File: config.mk
export PLATFORM = sky130hd
export DESIGN_NAME = div_seq
export DESIGN_NICKNAME = d
export VERILOG_FILES = /design/src/rtl/div_seq.sv
export SDC_FILE = /design/constraint.sdc
export NUM_CORES = 1
export LEC_CHECK = 0
export CAP_MARGIN = 10
export CORE_ASPECT_RATIO = 0.7
export CORE_MARGIN = 4
export CORE_UTILIZATION = 40
export DETAILED_ROUTE_END_ITERATION = 16
export GPL_ROUTABILITY_DRIVEN = 0
export PLACE_DENSITY_LB_ADDON = 0.08
export RECOVER_POWER = 25
export SETUP_SLACK_MARGIN = 0.1
export SLEW_MARGIN = 20
export SYNTH_ARGS = -nofsm -noshare
export SYNTH_HDL_FRONTEND = slang
export SYNTH_SLANG_ARGS = --single-unit
File: constraint.sdc
create_clock -name clk -period 9.8 [get_ports clk]
set_input_delay 2.45 -clock clk [delete_from_list [all_inputs] [get_ports clk]]
set_output_delay 2.45 -clock clk [all_outputs]
set_load 0.005 [all_outputs]
File: src/rtl/div_seq.sv
// Sequential 64-bit restoring divider for DIV/DIVU/REM/REMU and their W forms.
// One quotient bit per cycle; divide-by-zero bypasses the iteration loop.
module div_seq (
  input  logic        clk,
  input  logic        reset,
  input  logic        valid,
  input  logic [1:0]  op,
  input  logic        word,
  input  logic [63:0] a,
  input  logic [63:0] b,
  input  logic        flush,
  output logic        ready,
  output logic        stall,
  output logic        done,
  output logic [63:0] result
);

  localparam int unsigned W  = 64;
  localparam int unsigned HW = 32;
  localparam int unsigned CW = 7;

  typedef enum logic [1:0] {IDLE, BUSY, DONE} state_t;

  state_t          state;
  logic [CW-1:0]   cnt;
  logic            rem_sel_q;
  logic            word_q;
  logic            qneg_q;
  logic            rneg_q;
  logic [W-1:0]    dvsr_q;
  logic [W-1:0]    rem_q;
  logic [W-1:0]    quo_q;

  logic            sgn;
  logic [W-1:0]    a_cond;
  logic [W-1:0]    b_cond;
  logic            a_neg;
  logic            b_neg;
  logic [W-1:0]    a_mag;
  logic [W-1:0]    b_mag;
  logic [W:0]      rem_sh;
  logic            ge;
  logic [W-1:0]    rem_nx;
  logic [W-1:0]    quo_nx;

  // Select quotient or remainder, then sign-extend bit 31 for W forms.
  function automatic logic [W-1:0] pick(input logic rsel, input logic wsel,
                                        input logic [W-1:0] q, input logic [W-1:0] r);
    logic [W-1:0] s;
    s = rsel ? r : q;
    return wsel ? {{HW{s[HW-1]}}, s[HW-1:0]} : s;
  endfunction

  // Operand conditioning and magnitudes for the unsigned datapath.
  always_comb begin
    sgn    = ~op[0];
    a_cond = a;
    b_cond = b;
    if (word) begin
      a_cond = sgn ? {{HW{a[HW-1]}}, a[HW-1:0]} : {{HW{1'b0}}, a[HW-1:0]};
      b_cond = sgn ? {{HW{b[HW-1]}}, b[HW-1:0]} : {{HW{1'b0}}, b[HW-1:0]};
    end
    a_neg = sgn & a_cond[W-1];
    b_neg = sgn & b_cond[W-1];
    a_mag = a_neg ? W'(-a_cond) : a_cond;
    b_mag = b_neg ? W'(-b_cond) : b_cond;
  end

  // One restoring step; the extra remainder bit covers divisors above 2^63.
  always_comb begin
    rem_sh = {rem_q, quo_q[W-1]};
    ge     = rem_sh >= {1'b0, dvsr_q};
    rem_nx = ge ? W'(rem_sh - {1'b0, dvsr_q}) : rem_sh[W-1:0];
    quo_nx = {quo_q[W-2:0], ge};
  end

  assign ready = (state == IDLE);
  assign stall = ((state == IDLE) & valid & ~flush) | (state == BUSY);

  always_ff @(posedge clk) begin
    if (reset) begin
      state     <= IDLE;
      cnt       <= '0;
      done      <= 1'b0;
      result    <= '0;
      rem_sel_q <= 1'b0;
      word_q    <= 1'b0;
      qneg_q    <= 1'b0;
      rneg_q    <= 1'b0;
      dvsr_q    <= '0;
      rem_q     <= '0;
      quo_q     <= '0;
    end else if (flush) begin
      state <= IDLE;
      cnt   <= '0;
      done  <= 1'b0;
    end else begin
      case (state)
        IDLE: begin
          done <= 1'b0;
          if (valid) begin
            rem_sel_q <= op[1];
            word_q    <= word;
            qneg_q    <= a_neg ^ b_neg;
            rneg_q    <= a_neg;
            dvsr_q    <= b_mag;
            rem_q     <= '0;
            quo_q     <= a_mag;
            if (b_cond == '0) begin
              state  <= DONE;
              done   <= 1'b1;
              cnt    <= '0;
              result <= pick(op[1], word, '1, a_cond);
            end else begin
              state <= BUSY;
              cnt   <= CW'(W);
            end
          end
        end
        BUSY: begin
          rem_q <= rem_nx;
          quo_q <= quo_nx;
          cnt   <= cnt - CW'(1);
          // Last step: fix signs on the freshly computed values.
          if (cnt == CW'(1)) begin
            state  <= DONE;
            done   <= 1'b1;
            result <= pick(rem_sel_q, word_q,
                           qneg_q ? W'(-quo_nx) : quo_nx,
                           rneg_q ? W'(-rem_nx) : rem_nx);
          end
        end
        DONE: begin
          done  <= 1'b0;
          state <= IDLE;
        end
        default: begin
          done  <= 1'b0;
          state <= IDLE;
        end
      endcase
    end
  end

endmodule

==> flow_summary.toml, run 1 <==
[worst_setup_path]
critPathMaxStageDelay_ps = 650
cp.required_ps = 10320
crit_family = "simple AND/OR/NAND/NOR gates"
arrival_ps = 8480
path_max_fanout = 38
startpoint_type = "input port"
startpoint = "b[19]"
path_class = "input port to flop"
cp_cell_sequence = "clkdlybuf4s50_1 -> or4_1 -> or4b_2 -> or4_1 -> nor4_1 -> nor2b_1 -> o211ai_1 -> nor2b_1 -> or2_2 -> nor2_1 -> buf_4 -> nand2_1 -> a2111oi_0 -> o2111ai_1 -> o211ai_1"
slowest_stage = "or4b_2"
end_kind = "flop"
path_buf_inv = 2
rr_startpoint = "rem_q[30]$_SDFFE_PP0P_"

[layout]
fin_cells = 4329
nNetsFinal = 3714
syn2layout_area_growth_pct = 14.2
layout-drive-gt1-share_pct = 4.45

[place]
dp.cells = 4273
dp_slack_ps = 1300
place.port_buffers = 201
dp_hpwl_um = 70800

[status]
outcome = "finished with violations"
violations = "max-capacitance violations, max-slew violations"

[power]
leakagePower_nw = 10.5
peakVddDrop_mv = 0.146
cellPowerDensity_mw_per_mm2 = 122
power.total_w = 0.00335

[clock_tree]
clkTransAtPathRegs_ps = 70
cts_resized = 0
insertion_delay_ps = 590
cts_tree = "yes"
postCtsSetupBuffers = 0
clock-sinks = 270
cts_root_buffer = "clkbuf_16"
clk_path_buf_depth = 3
ctsHoldBuffers = 0
htreeDepth = 1
cts_buffers = 31

[timing]
fin_worst_skew_ps = 25.1
fin_ws_ps = 1840
worst_slew_pin_slew_ps = 3210
finalSetupViolCount = 0
slew_headroom_pct = -114
rsz0062_at_grt = "no"
min_period_ps = 7960
final.setup.tns_ps = 0
maxSlewViolCount = 165
max_freq_mhz = 126
fin_crit_sh_pct = 81.2
hold_viol_final = 0

[min_path]
min-delay-path-class = "flop to flop"
hold_start = "dvsr_q[52]$_SDFFE_PP0P_"

[yosys]
synth_nets = 3687
synth_edf_count = 0
synthArstFlopShare_pct = 0
syn_area_mm2 = 0.0240
yosysWarnings = 0
synth_ff_type = "dfxtp_1"
ys_ff_latch = 270
synthDistinctLibCells = 92
synth_area_per_cell_um2 = 6.91
netlist_instances = 3481
ys_seq_area_share_pct = 22.5

[routing]
ant_nets = 0
drt_first_pass_iters = 6
wl_um = 94300
drtIter0Drc = 2584
post_drt_wl_per_cell_um = 21.8
remaining_drc_errors = 0
routed_via_density = 6.22
vias = 26900

[floorplan]
num_rows = 74
core_mm2 = 0.0589
dieArea_mm2 = 0.0642
initial_utilization_pct = 40.8
io_pins = 202
die_w_um = 301
die_h_um = 213

[global_route]
grt_overflow = 0
grt_pass1_wl_um = 144000
antenna_found_initial = 5
track_usage_pct = 28.1
grt_max_degree = 102
grt_pass1_vias = 24900

[job]
max_cap_violations = 4
[final timing paths]
check | end | slack [ps] | cells past startpoint
max | result[63]$_SDFFE_PP0P_ | 1840 | 15
min | dvsr_q[52]$_SDFFE_PP0P_ | 450 | 2
max reg2reg | result[36]$_SDFFE_PP0P_ | 1880 | 21
min reg2reg | dvsr_q[52]$_SDFFE_PP0P_ | 450 | 2
[placed cells by master (no fill, tap or decap), types with 57 or more instances in the layout]
cell and count:
nand3_1 65, a21oi_1 311, nor3_1 107, dfxtp_1 267, ha_1 70, nand2_1 408
o21ai_0 196, xor2_1 110, dlygate4sd3_1 68, a211oi_1 94, clkdlybuf4s50_1 131, a22oi_1 57
inv_1 118, xnor2_1 112, nor2_1 459, o31ai_1 63
[layer usage]
layer / share of wire [%] / GRT usage [%] / vias to the layer above
met5: 0.021 / 0 / -
met3: 9.5 / 6.25 / 159
li1: - / - / 12800
met1: 45 / 40.0 / 12700
met4: 2.6 / 6.75 / 2
met2: 43 / 43.1 / 1254
[area by class of cell]
class | instances | area, um2
Antenna cell | 2 | 5.00
Clock buffer | 44 | 915
Clock inverter | 10 | 138
Fill cell | 5997 | 31400
Inverter | 120 | 453
Multi-Input combinational cell | 2846 | 17300
Sequential cell | 270 | 5410
Tap cell | 798 | 998
Timing Repair Buffer | 239 | 2280
[registers in the layout, indices dropped and copies added, names as in the netlist]
register   count
cnt            7
done           1
dvsr_q        64
qneg_q         1
quo_q         64
rem_q         64
rem_sel_q      1
result        64
rneg_q         1
state          2
word_q         1
[metrics by stage]
| stage | hold slack, ps | cell area (um2) | utilization [%] |
|---|---|---|---|
| 6_report | 450 | 27500 | 46.6 |
| 5_1_grt | 474 | 27500 | 46.6 |
| 4_1_cts | 452 | 27500 | 46.7 |
| 3_5_place_dp | 445 | 26400 | 44.9 |
| 3_3_place_gp | 444 | 26400 | 44.9 |
| 2_1_floorplan | 432 | 24000 | - |
[power by group]
part / internal [W] / switching (W)
registers: 0.00114 / 0.0000483
logic: 0.000326 / 0.000610
clock network: 0.000723 / 0.000504
[worst min-delay path, stage by stage, from the launching register on]
cell and delay [ps]:
dfxtp_1 310, nand2_1 50, a21oi_1 50
[Yosys cell counts, types with 70 or more instances]
cell / instances / area, um2
a211oi_1: 94 / 706
a21oi_1: 312 / 1560
clkbuf_1: 186 / 698
dfxtp_1: 270 / 5410
ha_1: 70 / 876
inv_1: 118 / 443
nand2_1: 408 / 1530
nor2_1: 464 / 1740
nor3_1: 108 / 541
o21ai_0: 196 / 981
xnor2_1: 112 / 981
xor2_1: 110 / 963
[cells by family (layout without fill, tap and decap cells)]
logic type,count (synthesis),count (layout),synth area share [%]
compound gates,1142,1142,31.6
xor+xnor,222,222,8.09
flops,270,270,22.5
mux,43,43,1.83
other cells,0,2,0
fa+ha+maj,71,71,3.73
simple gates,1368,1368,26.3
buf+inv,365,413,5.95
Power figures use the tool's default switching activity.
==> run 2, diff against run 1 <==
==> constraint.sdc (replaced) <==
create_clock -name clk -period 6.5 [get_ports clk]
set_input_delay 1.625 -clock clk [delete_from_list [all_inputs] [get_ports clk]]
set_output_delay 1.625 -clock clk [all_outputs]
set_load 0.005 [all_outputs]
==> run 2 against run 1 <==
- the flow still finishes with violations (max-capacitance violations, max-slew violations)
- routed wire length is 3.3% higher
- final area is 2.1% higher
- core utilization is 0.98 points higher
- die area stayed put
- clock power is 49% higher
- flip-flop and latch count stayed put
- non-clock buffer count is 69 higher
- global-route usage is 0.92 points higher
- combinational power is 57% higher
- sequential power is 50% higher
- count of clock-buffer cells in the layout is 2 higher
- register-to-register slack worse by 1500 ps
- critical path type is now flop to flop
- critical endpoint is now result[48]$_SDFFE_PP0P_
- largest power group unchanged
==> flow_summary.toml, run 2 (synthesis results as in run 1) <==
[status]
outcome = "finished with violations"
violations = "max-capacitance violations, max-slew violations"

[timing]
fin_worst_skew_ps = 18.2
max_freq_mhz = 164
maxSlewViolCount = 84
slew_headroom_pct = -58.3
finalSetupViolCount = 0
fin_crit_sh_pct = 93.8
min_period_ps = 6100
final.setup.tns_ps = 0
worst_slew_pin_slew_ps = 2380
hold_viol_final = 0
rsz0062_at_grt = "no"

[global_route]
grt_max_degree = 113
grt_overflow = 0
antenna_found_initial = 1
grt_pass1_wl_um = 149000
grt_pass1_vias = 25200
track_usage_pct = 29.0

[routing]
drtIter0Drc = 2912
vias = 27500
post_drt_wl_per_cell_um = 22.2
routed_via_density = 6.26
drt_first_pass_iters = 8
ant_nets = 0
wl_um = 97500
remaining_drc_errors = 0

[worst_setup_path]
cp_common_cell = "buf_4"
cp.required_ps = 7000
critPathMaxStageDelay_ps = 490
path_class = "flop to flop"
path_max_fanout = 8
end_kind = "flop"
startpoint_type = "flop"
crit_family = "simple AND/OR/NAND/NOR gates"
path_buf_inv = 5
arrival_ps = 6600
slowest_stage = "or4_1"

[power]
peakVddDrop_mv = 0.197
power.total_w = 0.00510
leakagePower_nw = 10.8
cellPowerDensity_mw_per_mm2 = 182

[layout]
layout-drive-gt1-share_pct = 6.50
syn2layout_area_growth_pct = 16.6
nNetsFinal = 3783
regArea_mm2 = 0.00541
layout_commonest_cell = "nor2_1"
multiInputGateArea_mm2 = 0.0173
final_cell_mix = "nor2_1 (458), nand2_1 (408), a21oi_1 (310)"
nFillCells = 5978

[clock_tree]
insertion_delay_ps = 610
cts_root_buffer = "clkbuf_16"
ctsHoldBuffers = 0
clk_path_buf_depth = 3
cts_tree = "yes"
cts_buffers = 31
htreeDepth = 1
clkTransAtPathRegs_ps = 60
clock-sinks = 270

[job]
max_cap_violations = 2

[floorplan]
initial_utilization_pct = 40.8
io_pins = 202
num_rows = 74
die_h_um = 213
die_w_um = 301
core_mm2 = 0.0589
dieArea_mm2 = 0.0642

[place]
dp_hpwl_um = 73500
place.port_buffers = 201

[min_path]
min-delay-path-class = "flop to flop"
[run 2: worst paths after layout]
| kind | from | end | slack (ps) | cells past startpoint |
|---|---|---|---|---|
| max | dvsr_q[46]$_SDFFE_PP0P_ | result[48]$_SDFFE_PP0P_ | 400 | 25 |
| min | result[21]$_SDFFE_PP0P_ | result[21]$_SDFFE_PP0P_ | 450 | 2 |
| max reg2reg | dvsr_q[46]$_SDFFE_PP0P_ | result[48]$_SDFFE_PP0P_ | 400 | 25 |
| min reg2reg | result[21]$_SDFFE_PP0P_ | result[21]$_SDFFE_PP0P_ | 450 | 2 |
[run 2: area by class of cell]
type | count | share of cell area, %
Clock buffer | 46 | 3.25
Antenna cell | 1 | 0.00892
Tap cell | 798 | 3.56
Clock inverter | 10 | 0.402
Timing Repair Buffer | 308 | 10.1
Sequential cell | 270 | 19.3
Multi-Input combinational cell | 2846 | 61.7
Inverter | 120 | 1.62
[run 2: stage by stage]
stage / std cells / setup WS (ps) / hold slack, ps / area (um2) / util (%)
2_1_floorplan: 3481 / 173 / 432 / 24100 / -
4_1_cts: 4398 / 430 / 453 / 28000 / 47.6
5_1_grt: 4398 / 106 / 459 / 28000 / 47.6
6_report: 4399 / 401 / 447 / 28000 / 47.6
3_5_place_dp: 4342 / 45.6 / 445 / 27000 / 45.8
3_3_place_gp: 4342 / 87.4 / 437 / 27000 / 45.8
[run 2: where the power goes]
part           total [W]  internal, W  switching [W]
combinational    0.00147     0.000529       0.000944
clock            0.00183      0.00104       0.000784
sequential       0.00179      0.00172      0.0000750
[run 2: timing repair]
| action | in CTS | in global routing |
|---|---|---|
| resized for setup | 0 | 5 |
| setup endpoints to repair | 0 | 9 |
| setup buffers | 0 | 0 |
[run 2: worst register-to-register path: cells and delay by family (launching register included)]
family	cells	cell delay, ps
adder cells (fa/ha/maj)	2	650
AND/OR/NAND/NOR	11	2620
AO/OA/AOI/OAI	6	1550
buffers and inverters	5	640
XOR/XNOR	1	220
flip-flops	1	330
[run 2: per-layer routing]
| layer | GRT usage (%) | routed length, um |
|---|---|---|
| met1 | 41.6 | 43900 |
| met2 | 44.5 | 41500 |
| met3 | 6.33 | 9930 |
| met4 | 6.29 | 2130 |
| met5 | 0 | 20 |
